$ cat config.mk
export PLATFORM = sky130hd
export DESIGN_NAME = multicycle_controller
export DESIGN_NICKNAME = d
export VERILOG_FILES = /design/src/rtl/multicycle_controller.sv
export SDC_FILE = /design/constraint.sdc
export NUM_CORES = 1
export LEC_CHECK = 0
export BUFFER_PORTS_ARGS = -buffer_cell sky130_fd_sc_hd__buf_2
export CAP_MARGIN = 25
export CORE_MARGIN = 4
export CORE_UTILIZATION = 31
export DETAILED_ROUTE_END_ITERATION = 12
export GPL_ROUTABILITY_DRIVEN = 1
export PLACE_DENSITY = 0.6
export SYNTH_ARGS = -nofsm -noshare
export SYNTH_HDL_FRONTEND = slang
export SYNTH_SLANG_ARGS = --single-unit
$ cat constraint.sdc
create_clock -name clk -period 3.6 [get_ports clk]
set_input_delay 0 -clock clk [delete_from_list [all_inputs] [get_ports clk]]
set_output_delay 0 -clock clk [all_outputs]
set_load 0.005 [all_outputs]
$ cat src/rtl/multicycle_controller.sv
// Multi-cycle RV32 sequencer: FETCH/DECODE/EXECUTE/MEMORY/WRITEBACK FSM driving the
// shared memory port, IR/PC strobes and datapath control. Traps on illegal opcode or bus timeout.
module multicycle_controller #(
  parameter int MEM_TIMEOUT = 255,
  parameter int TO_W        = 8,
  parameter int CNT_W       = 32
) (
  input  logic             clk,
  input  logic             rst,
  input  logic [6:0]       opcode,
  input  logic             zero,
  input  logic             mem_ready,
  output logic             mem_req,
  output logic             mem_we,
  output logic             mem_addr_sel,
  output logic             ir_write,
  output logic             pc_write,
  output logic [1:0]       pc_src,
  output logic             reg_write,
  output logic             mem_to_reg,
  output logic             alu_src,
  output logic [1:0]       alu_op,
  output logic             retire,
  output logic [CNT_W-1:0] retire_count,
  output logic             trap,
  output logic [1:0]       trap_cause,
  output logic [2:0]       state_dbg
);
  localparam logic [2:0] S_FETCH = 3'd0, S_DECODE = 3'd1, S_EXEC = 3'd2,
                         S_MEM = 3'd3, S_WB = 3'd4, S_TRAP = 3'd5;
  localparam logic [2:0] C_R = 3'd0, C_LD = 3'd1, C_ST = 3'd2, C_BR = 3'd3,
                         C_JAL = 3'd4, C_LUI = 3'd5, C_I = 3'd6;

  logic [2:0]       state_q, state_d, class_q, class_d;
  logic [TO_W-1:0]  wait_q, wait_d;
  logic [CNT_W-1:0] cnt_q, cnt_d;
  logic             trap_q, trap_d;
  logic [1:0]       cause_q, cause_d;
  logic             timeout;

  // Unmasked control; every combinational output is forced low while rst is high.
  logic       req_c, we_c, sel_c, irw_c, pcw_c, rw_c, m2r_c, asrc_c, ret_c;
  logic [1:0] pcs_c, aop_c;

  always_ff @(posedge clk or posedge rst) begin
    if (rst) begin
      state_q <= S_FETCH;
      class_q <= C_R;
      wait_q  <= '0;
      cnt_q   <= '0;
      trap_q  <= 1'b0;
      cause_q <= 2'b00;
    end else begin
      state_q <= state_d;
      class_q <= class_d;
      wait_q  <= wait_d;
      cnt_q   <= cnt_d;
      trap_q  <= trap_d;
      cause_q <= cause_d;
    end
  end

  assign timeout = req_c && !mem_ready && (wait_q == TO_W'(MEM_TIMEOUT - 1));

  always_comb begin
    state_d = state_q;
    class_d = class_q;
    trap_d  = trap_q;
    cause_d = cause_q;
    case (state_q)
      S_FETCH: begin
        if (mem_ready) state_d = S_DECODE;
        else if (timeout) begin state_d = S_TRAP; cause_d = 2'b10; end
      end
      S_DECODE: begin
        state_d = S_EXEC;
        case (opcode)
          7'b0110011: class_d = C_R;
          7'b0000011: class_d = C_LD;
          7'b0100011: class_d = C_ST;
          7'b1100011: class_d = C_BR;
          7'b1101111: class_d = C_JAL;
          7'b0110111: class_d = C_LUI;
          7'b0010011: class_d = C_I;
          default: begin state_d = S_TRAP; cause_d = 2'b01; end
        endcase
      end
      S_EXEC: begin
        case (class_q)
          C_LD, C_ST:     state_d = S_MEM;
          C_BR, C_JAL:    state_d = S_FETCH;
          default:        state_d = S_WB;
        endcase
      end
      S_MEM: begin
        if (mem_ready) state_d = (class_q == C_ST) ? S_FETCH : S_WB;
        else if (timeout) begin state_d = S_TRAP; cause_d = 2'b10; end
      end
      S_WB:    state_d = S_FETCH;
      default: state_d = S_TRAP;
    endcase
    if (state_d == S_TRAP) trap_d = 1'b1;
    // Counter restarts at every ack and whenever no request is outstanding.
    wait_d = (req_c && !mem_ready) ? wait_q + TO_W'(1) : '0;
    cnt_d  = ret_c ? cnt_q + CNT_W'(1) : cnt_q;
  end

  always_comb begin
    req_c = 1'b0; we_c = 1'b0; sel_c = 1'b0; irw_c = 1'b0; pcw_c = 1'b0;
    pcs_c = 2'b00; rw_c = 1'b0; m2r_c = 1'b0; asrc_c = 1'b0; aop_c = 2'b00;
    ret_c = 1'b0;
    case (state_q)
      S_FETCH: begin
        req_c = 1'b1;
        irw_c = mem_ready;
        pcw_c = mem_ready;
      end
      S_EXEC: begin
        case (class_q)
          C_R:     begin asrc_c = 1'b0; aop_c = 2'b10; end
          C_LD:    begin asrc_c = 1'b1; aop_c = 2'b00; end
          C_ST:    begin asrc_c = 1'b1; aop_c = 2'b01; end
          C_BR:    begin aop_c = 2'b01; pcw_c = zero; pcs_c = 2'b01; ret_c = 1'b1; end
          C_JAL:   begin rw_c = 1'b1; pcw_c = 1'b1; pcs_c = 2'b10; ret_c = 1'b1; end
          default: begin asrc_c = 1'b1; aop_c = 2'b11; end
        endcase
      end
      S_MEM: begin
        req_c  = 1'b1;
        sel_c  = 1'b1;
        we_c   = (class_q == C_ST);
        asrc_c = 1'b1;
        ret_c  = (class_q == C_ST) && mem_ready;
      end
      S_WB: begin
        rw_c  = 1'b1;
        m2r_c = (class_q == C_LD);
        ret_c = 1'b1;
      end
      default: ;
    endcase
  end

  assign mem_req      = req_c  & ~rst;
  assign mem_we       = we_c   & ~rst;
  assign mem_addr_sel = sel_c  & ~rst;
  assign ir_write     = irw_c  & ~rst;
  assign pc_write     = pcw_c  & ~rst;
  assign pc_src       = pcs_c  & {2{~rst}};
  assign reg_write    = rw_c   & ~rst;
  assign mem_to_reg   = m2r_c  & ~rst;
  assign alu_src      = asrc_c & ~rst;
  assign alu_op       = aop_c  & {2{~rst}};
  assign retire       = ret_c  & ~rst;
  assign retire_count = cnt_q;
  assign trap         = trap_q;
  assign trap_cause   = cause_q;
  assign state_dbg    = state_q;
endmodule

* Word level (Yosys, flattened, before mapping)
Index checks and enable logic that the tools add are counted.
** Storage, ports and cells
- Register bits after elaboration :: 49
- Input bits :: 11
- Output and inout bits :: 51
- Word-level logic and storage cells :: 87
** Cells by class
- Add/sub/neg operators :: 2
- Eq/ne operators :: 20
- Muxes and demuxes :: 30
- Bitwise operators :: 12
- Reduce and logical (&&, ||, !) cells :: 17
** Operators with widths (count)
- 32-bit by 1-bit adder with 32-bit output (second input constant) :: 1
- 7-bit by 6-bit == test with 1-bit output (second input constant) :: 3
- 3-bit case mux with 7 select lines :: 1
- 3-bit two-way mux :: 5
- 3-bit case mux with 5 select lines :: 1
- 7-bit == test (second input constant) :: 2
- 3-bit by 2-bit == test with 1-bit output (second input constant) :: 4
- 2-bit two-way mux :: 5
- 2-bit OR reduction :: 5
- 1-bit bitwise AND :: 9
- 3-bit == test (second input constant) :: 3
- 8-bit by 1-bit adder with 8-bit output (second input constant) :: 1
- 8-bit == test (second input constant) :: 1
- 1-bit two-way mux :: 8
- 8-bit two-way mux :: 1
- 1-bit case mux with 2 select lines :: 4
- 2-bit case mux with 2 select lines :: 2
- 7-bit by 2-bit == test with 1-bit output (second input constant) :: 1
- 7-bit by 5-bit == test with 1-bit output (second input constant) :: 1
- 7-bit nonzero test :: 1
- 7-bit OR reduction :: 1
- 3-bit by 1-bit == test with 1-bit output (second input constant) :: 2
- 3-bit zero test :: 2
- 2-bit case mux with 3 select lines :: 1
- other kinds (12) :: 16

* Depth between registers and ports, before layout
- Depth after elaboration :: 9
- Gate-level depth with buffers :: 7
- Gate-level depth less buffers :: 6

* Least setup slack after synthesis
Ideal clock, no wire load.
- Kind :: register -> register
- From :: register class_q[0]
- To :: register cnt_q[14], in the netlist retire_count[14]
- Setup time :: 0.123 ns
- Arrival time :: 1.677 ns
- Data required time :: 3.477 ns
- Slack :: 1.799 ns
- Cell stages (with the launch flop) :: 7
- Buffers on the path :: 1
- Period minus slack after synthesis :: 1.801 ns
- Cell sequence :: dfrtp_1 -> buf_6 -> or3b_4 -> a21oi_4 -> o211a_1 -> nand4_1 -> xnor2_1
** Between the ends
- Cells in the longest elaborated chain, start to end :: 4
- Elaborated cells on any way between the ends :: 7
- Classes of those cells :: 3 x eq/ne; 2 x mux; 2 x reduce/logical
** Ends and longest elaborated chain
- from (decl) :: RTL line 34 : logic [2:0] state_q, state_d, class_q, class_d;
- from (signal assigned) :: RTL line 55 : class_q <= class_d;
- 3-bit by 2-bit == test with 1-bit output / 3-bit == test (equally long branches) :: RTL line 119 : case (class_q)
- 2-bit OR reduction (no source line)
- 1-bit two-way mux :: RTL line 119
- 1-bit case mux with 3 select lines (*) :: RTL line 112 : case (state_q)
- to (signal assigned) :: RTL line 57 : cnt_q <= cnt_d;
- to (decl) :: RTL line 36 : logic [CNT_W-1:0] cnt_q, cnt_d;
Every way passes the cells marked *; elsewhere a longest branch is shown, timed or not.
A chain may end at the register's enable or synchronous reset.

* Worst setup path in the final report
- From :: register state_q[1], in the netlist state_dbg[1]
- To :: register cnt_q[14], in the netlist retire_count[14]
** Between the ends
- Cells in the longest elaborated chain, start to end :: 2
- Elaborated cells on any way between the ends :: 4
- Classes of those cells :: 3 x eq/ne; 1 x mux
** Ends and longest elaborated chain
- from (decl) :: RTL line 34
- from (signal assigned) :: RTL line 54 : state_q <= state_d;
- 3-bit == test / 3-bit by 2-bit == test with 1-bit output (equally long branches) :: RTL line 112
- 1-bit case mux with 3 select lines (*) :: RTL line 112
Marks and branches as above.

==> flow_summary.ini <==
[outcome]
status = finished, final reports clean

[logic_synthesis]
synth_cell_types = 50
yosysWarnings = 0
synth_common_cells = dfrtp_1, nor2_1, xor2_1
yosys-top-cells-area = dfrtp_1, xor2_1, xnor2_1
synth_most_common_cell = dfrtp_1
synth_top_area_cell = dfrtp_1
synthCells = 273
ys_seq_area_share_pct = 45.7
syn_area_per_cell_um2 = 9.83
synth_edf_count = 0
synthArstFlopShare_pct = 100
ys_seq_elements = 49
synth_top_area_share_pct = 45.7
netlist_area_um2 = 2680
synth_ff_type = dfrtp_1
syn-num-nets = 287

[cts]
cts-root-buf = clkbuf_8
htreeDepth = 2
numCtsBuffers = 5
tritoncts = built
cts_buffer_depth = 2
worstSkewPairLatency_ns = 0.30
clkTransAtPathRegs_ns = 0.09
cts_sinks = 49

[power]
vdd_ir_drop_max_v = 0.000138
power_leakage_nw = 1.61
internal_power_uw = 762
cellPowerDensity_nw_per_um2 = 303
switchingPower_uw = 204
p_clk_share_pct = 39.6
combPwrFrac_pct = 3.5
pwr-share-seq_pct = 56.9
swShare_pct = 21.1

[setup_path]
critical_path_arrival_ns = 2.32
critPathCaptureType = register
path_max_fanout = 18
crit_chain = or3b_1, a21oi_4, o211a_1, nand4_1, xnor2_1
r2r_cells = 5
crit_slowest_cell = dfrtp_1
reg2reg_slack_ns = 1.47
worstSetupPathType = register to register
start_kind = register
r2r-start = state_dbg[1]$_DFF_PP0_
slowest_delay_ns = 0.68
regToRegEndpoint = retire_count[14]$_DFFE_PP0P_
worstPathRequired_ns = 3.79

[global_route]
grt_max_degree = 50
grt_overflow = 0
grt_util_met3_pct = 3.04
antenna_found_initial = 0
grt_pass1_wl_mm = 9.85
first_global_vias = 2038
grtUsageTotal_pct = 11.9
met2_usage_pct = 19.2
grt.busiest_layer = met2
use_met1_pct = 15.8

[floorplan]
fp.coreArea_um2 = 8300
die_y_um = 101
io_pins = 62
die_area_um2 = 10200
initial_core_util_pct = 32.3
fp-row-count = 33
die_x_um = 101

[layout]
syn2layout_area_growth_pct = 18.7
design_area_um2 = 3180
fillers = 844
fin_nets = 346
diodes = 0
utilization_pct = 38.4
drive_gt1_share_pct = 25.6

[hold_path]
min_to = state_dbg[2]$_DFF_PP0_
hold_path.class = input port to register
min-delay-start = mem_ready
min_path_cells = 3

[placed_design]
place_ws_ns = 1.47
port_buffers = 61
dp_hpwl_mm = 4.41
gp_congestion = 0.772
place_area_um2 = 3070

[run]
maxCapViolCount = 0

[timing]
setup_viol = 0
fin_ws_ns = 1.47
tightest_slew_ns = 0.680
post-route-period-util_pct = 59.3
finalClockSkew_ns = 0.00595
finalHoldViolations = 0
rsz0062_at_grt = no
fin_tns_setup_ns = 0
fmax_ghz = 0.469
drv_slew = 0
hold_ws_ns = 0.117
relSlewSlack_pct = 54.1
finalCriticalPeriod_ns = 2.13

[drt]
finalWirelength_mm = 5.93
drt_iter0_markers = 115
drc = 0
num_vias = 2104
ant_nets = 0
wl_per_cell_um = 13.6
drt-vias-per-instance = 4.81
dr.pass1.iters = 4
cells by family (layout without fill, tap and decap cells):
family / count (synthesis) / after routing / share of synthesized area (%)
fa+ha+maj: 3 / 3 / 1.40
simple gates: 133 / 133 / 26.8
compound gates: 24 / 24 / 7.60
mux: 4 / 4 / 1.68
flops: 49 / 49 / 45.7
buf+inv: 18 / 77 / 3.08
xor+xnor: 42 / 42 / 13.7
worst max-delay path, delay by kind of cell (launching register included):
kind | cells | cell delay, ns
flops | 1 | 0.68
compound gates | 2 | 0.61
simple gates | 2 | 0.59
xor+xnor | 1 | 0.14
area by class of cell:
class                      count  area [µm²]  share of cell area (%)
sequential                    49        1230                    38.5
multi-input combinational    206        1370                    43.1
tap                          105         131                    4.13
timing repair buffer          63         323                    10.1
clock inverter                 2        35.0                    1.10
clock buffer                   5        68.8                    2.16
inverter                       7        26.3                   0.825
power groups by stage:
stage | registers, mW | clock network (mW) | logic, mW
after floorplan | 0.561 | 0 | 0.0183
after global placement | 0.561 | 0 | 0.0324
after detailed placement | 0.561 | 0 | 0.0335
after CTS | 0.550 | 0.393 | 0.0345
after global routing | 0.550 | 0.416 | 0.0384
final | 0.550 | 0.383 | 0.0336
timing repair:
action                                 CTS  global route
hold buffers                             1             0
endpoints found under the hold margin   49             0
gates resized for setup                  0             0
buffers inserted                         0             0
layer usage:
layer | up-vias | routed length, µm | part of all wire (%)
met5 | - | 0 | 0
met3 | 10 | 322 | 5.4
li1 | 1057 | - | -
met4 | 0 | 75 | 1.3
met2 | 48 | 2770 | 47
met1 | 989 | 2770 | 47
sequential cells by signal (all words and copies together), names as in the netlist:
signal        cells
wait_q            8
class_q           3
retire_count     32
trap              1
trap_cause        2
state_dbg         3
through the flow:
stage	std cells	total power, mW
after floorplan	273	0.579
after global placement	429	0.593
after detailed placement	429	0.594
after CTS	437	0.978
after global routing	437	1.00
final	437	0.966
layout by cell type (no fill, tap or decap), types with 5 or more instances in the layout:
cell type,count
nor2_1,38
nor3_1,14
xnor2_1,17
dfrtp_1,49
buf_2,61
xor2_1,25
and3_1,8
inv_1,6
nand3_1,18
clkbuf_8,5
nand2_1,21
how the worst max path moves through the flow:
stage                                 startpoint                      endpoint  slack, ns
after detailed placement  state_dbg[1]$_DFF_PP0_  retire_count[28]$_DFFE_PP0P_       1.47
after floorplan           class_q[0]$_DFFE_PP0P_  retire_count[14]$_DFFE_PP0P_       1.80
final                     state_dbg[1]$_DFF_PP0_  retire_count[14]$_DFFE_PP0P_       1.47
after global placement    state_dbg[1]$_DFF_PP0_  retire_count[14]$_DFFE_PP0P_       1.51
after CTS                 state_dbg[1]$_DFF_PP0_                        retire       1.44
after global routing      state_dbg[1]$_DFF_PP0_  retire_count[18]$_DFFE_PP0P_       1.30
No activity file was read; power rests on OpenSTA's default activity.
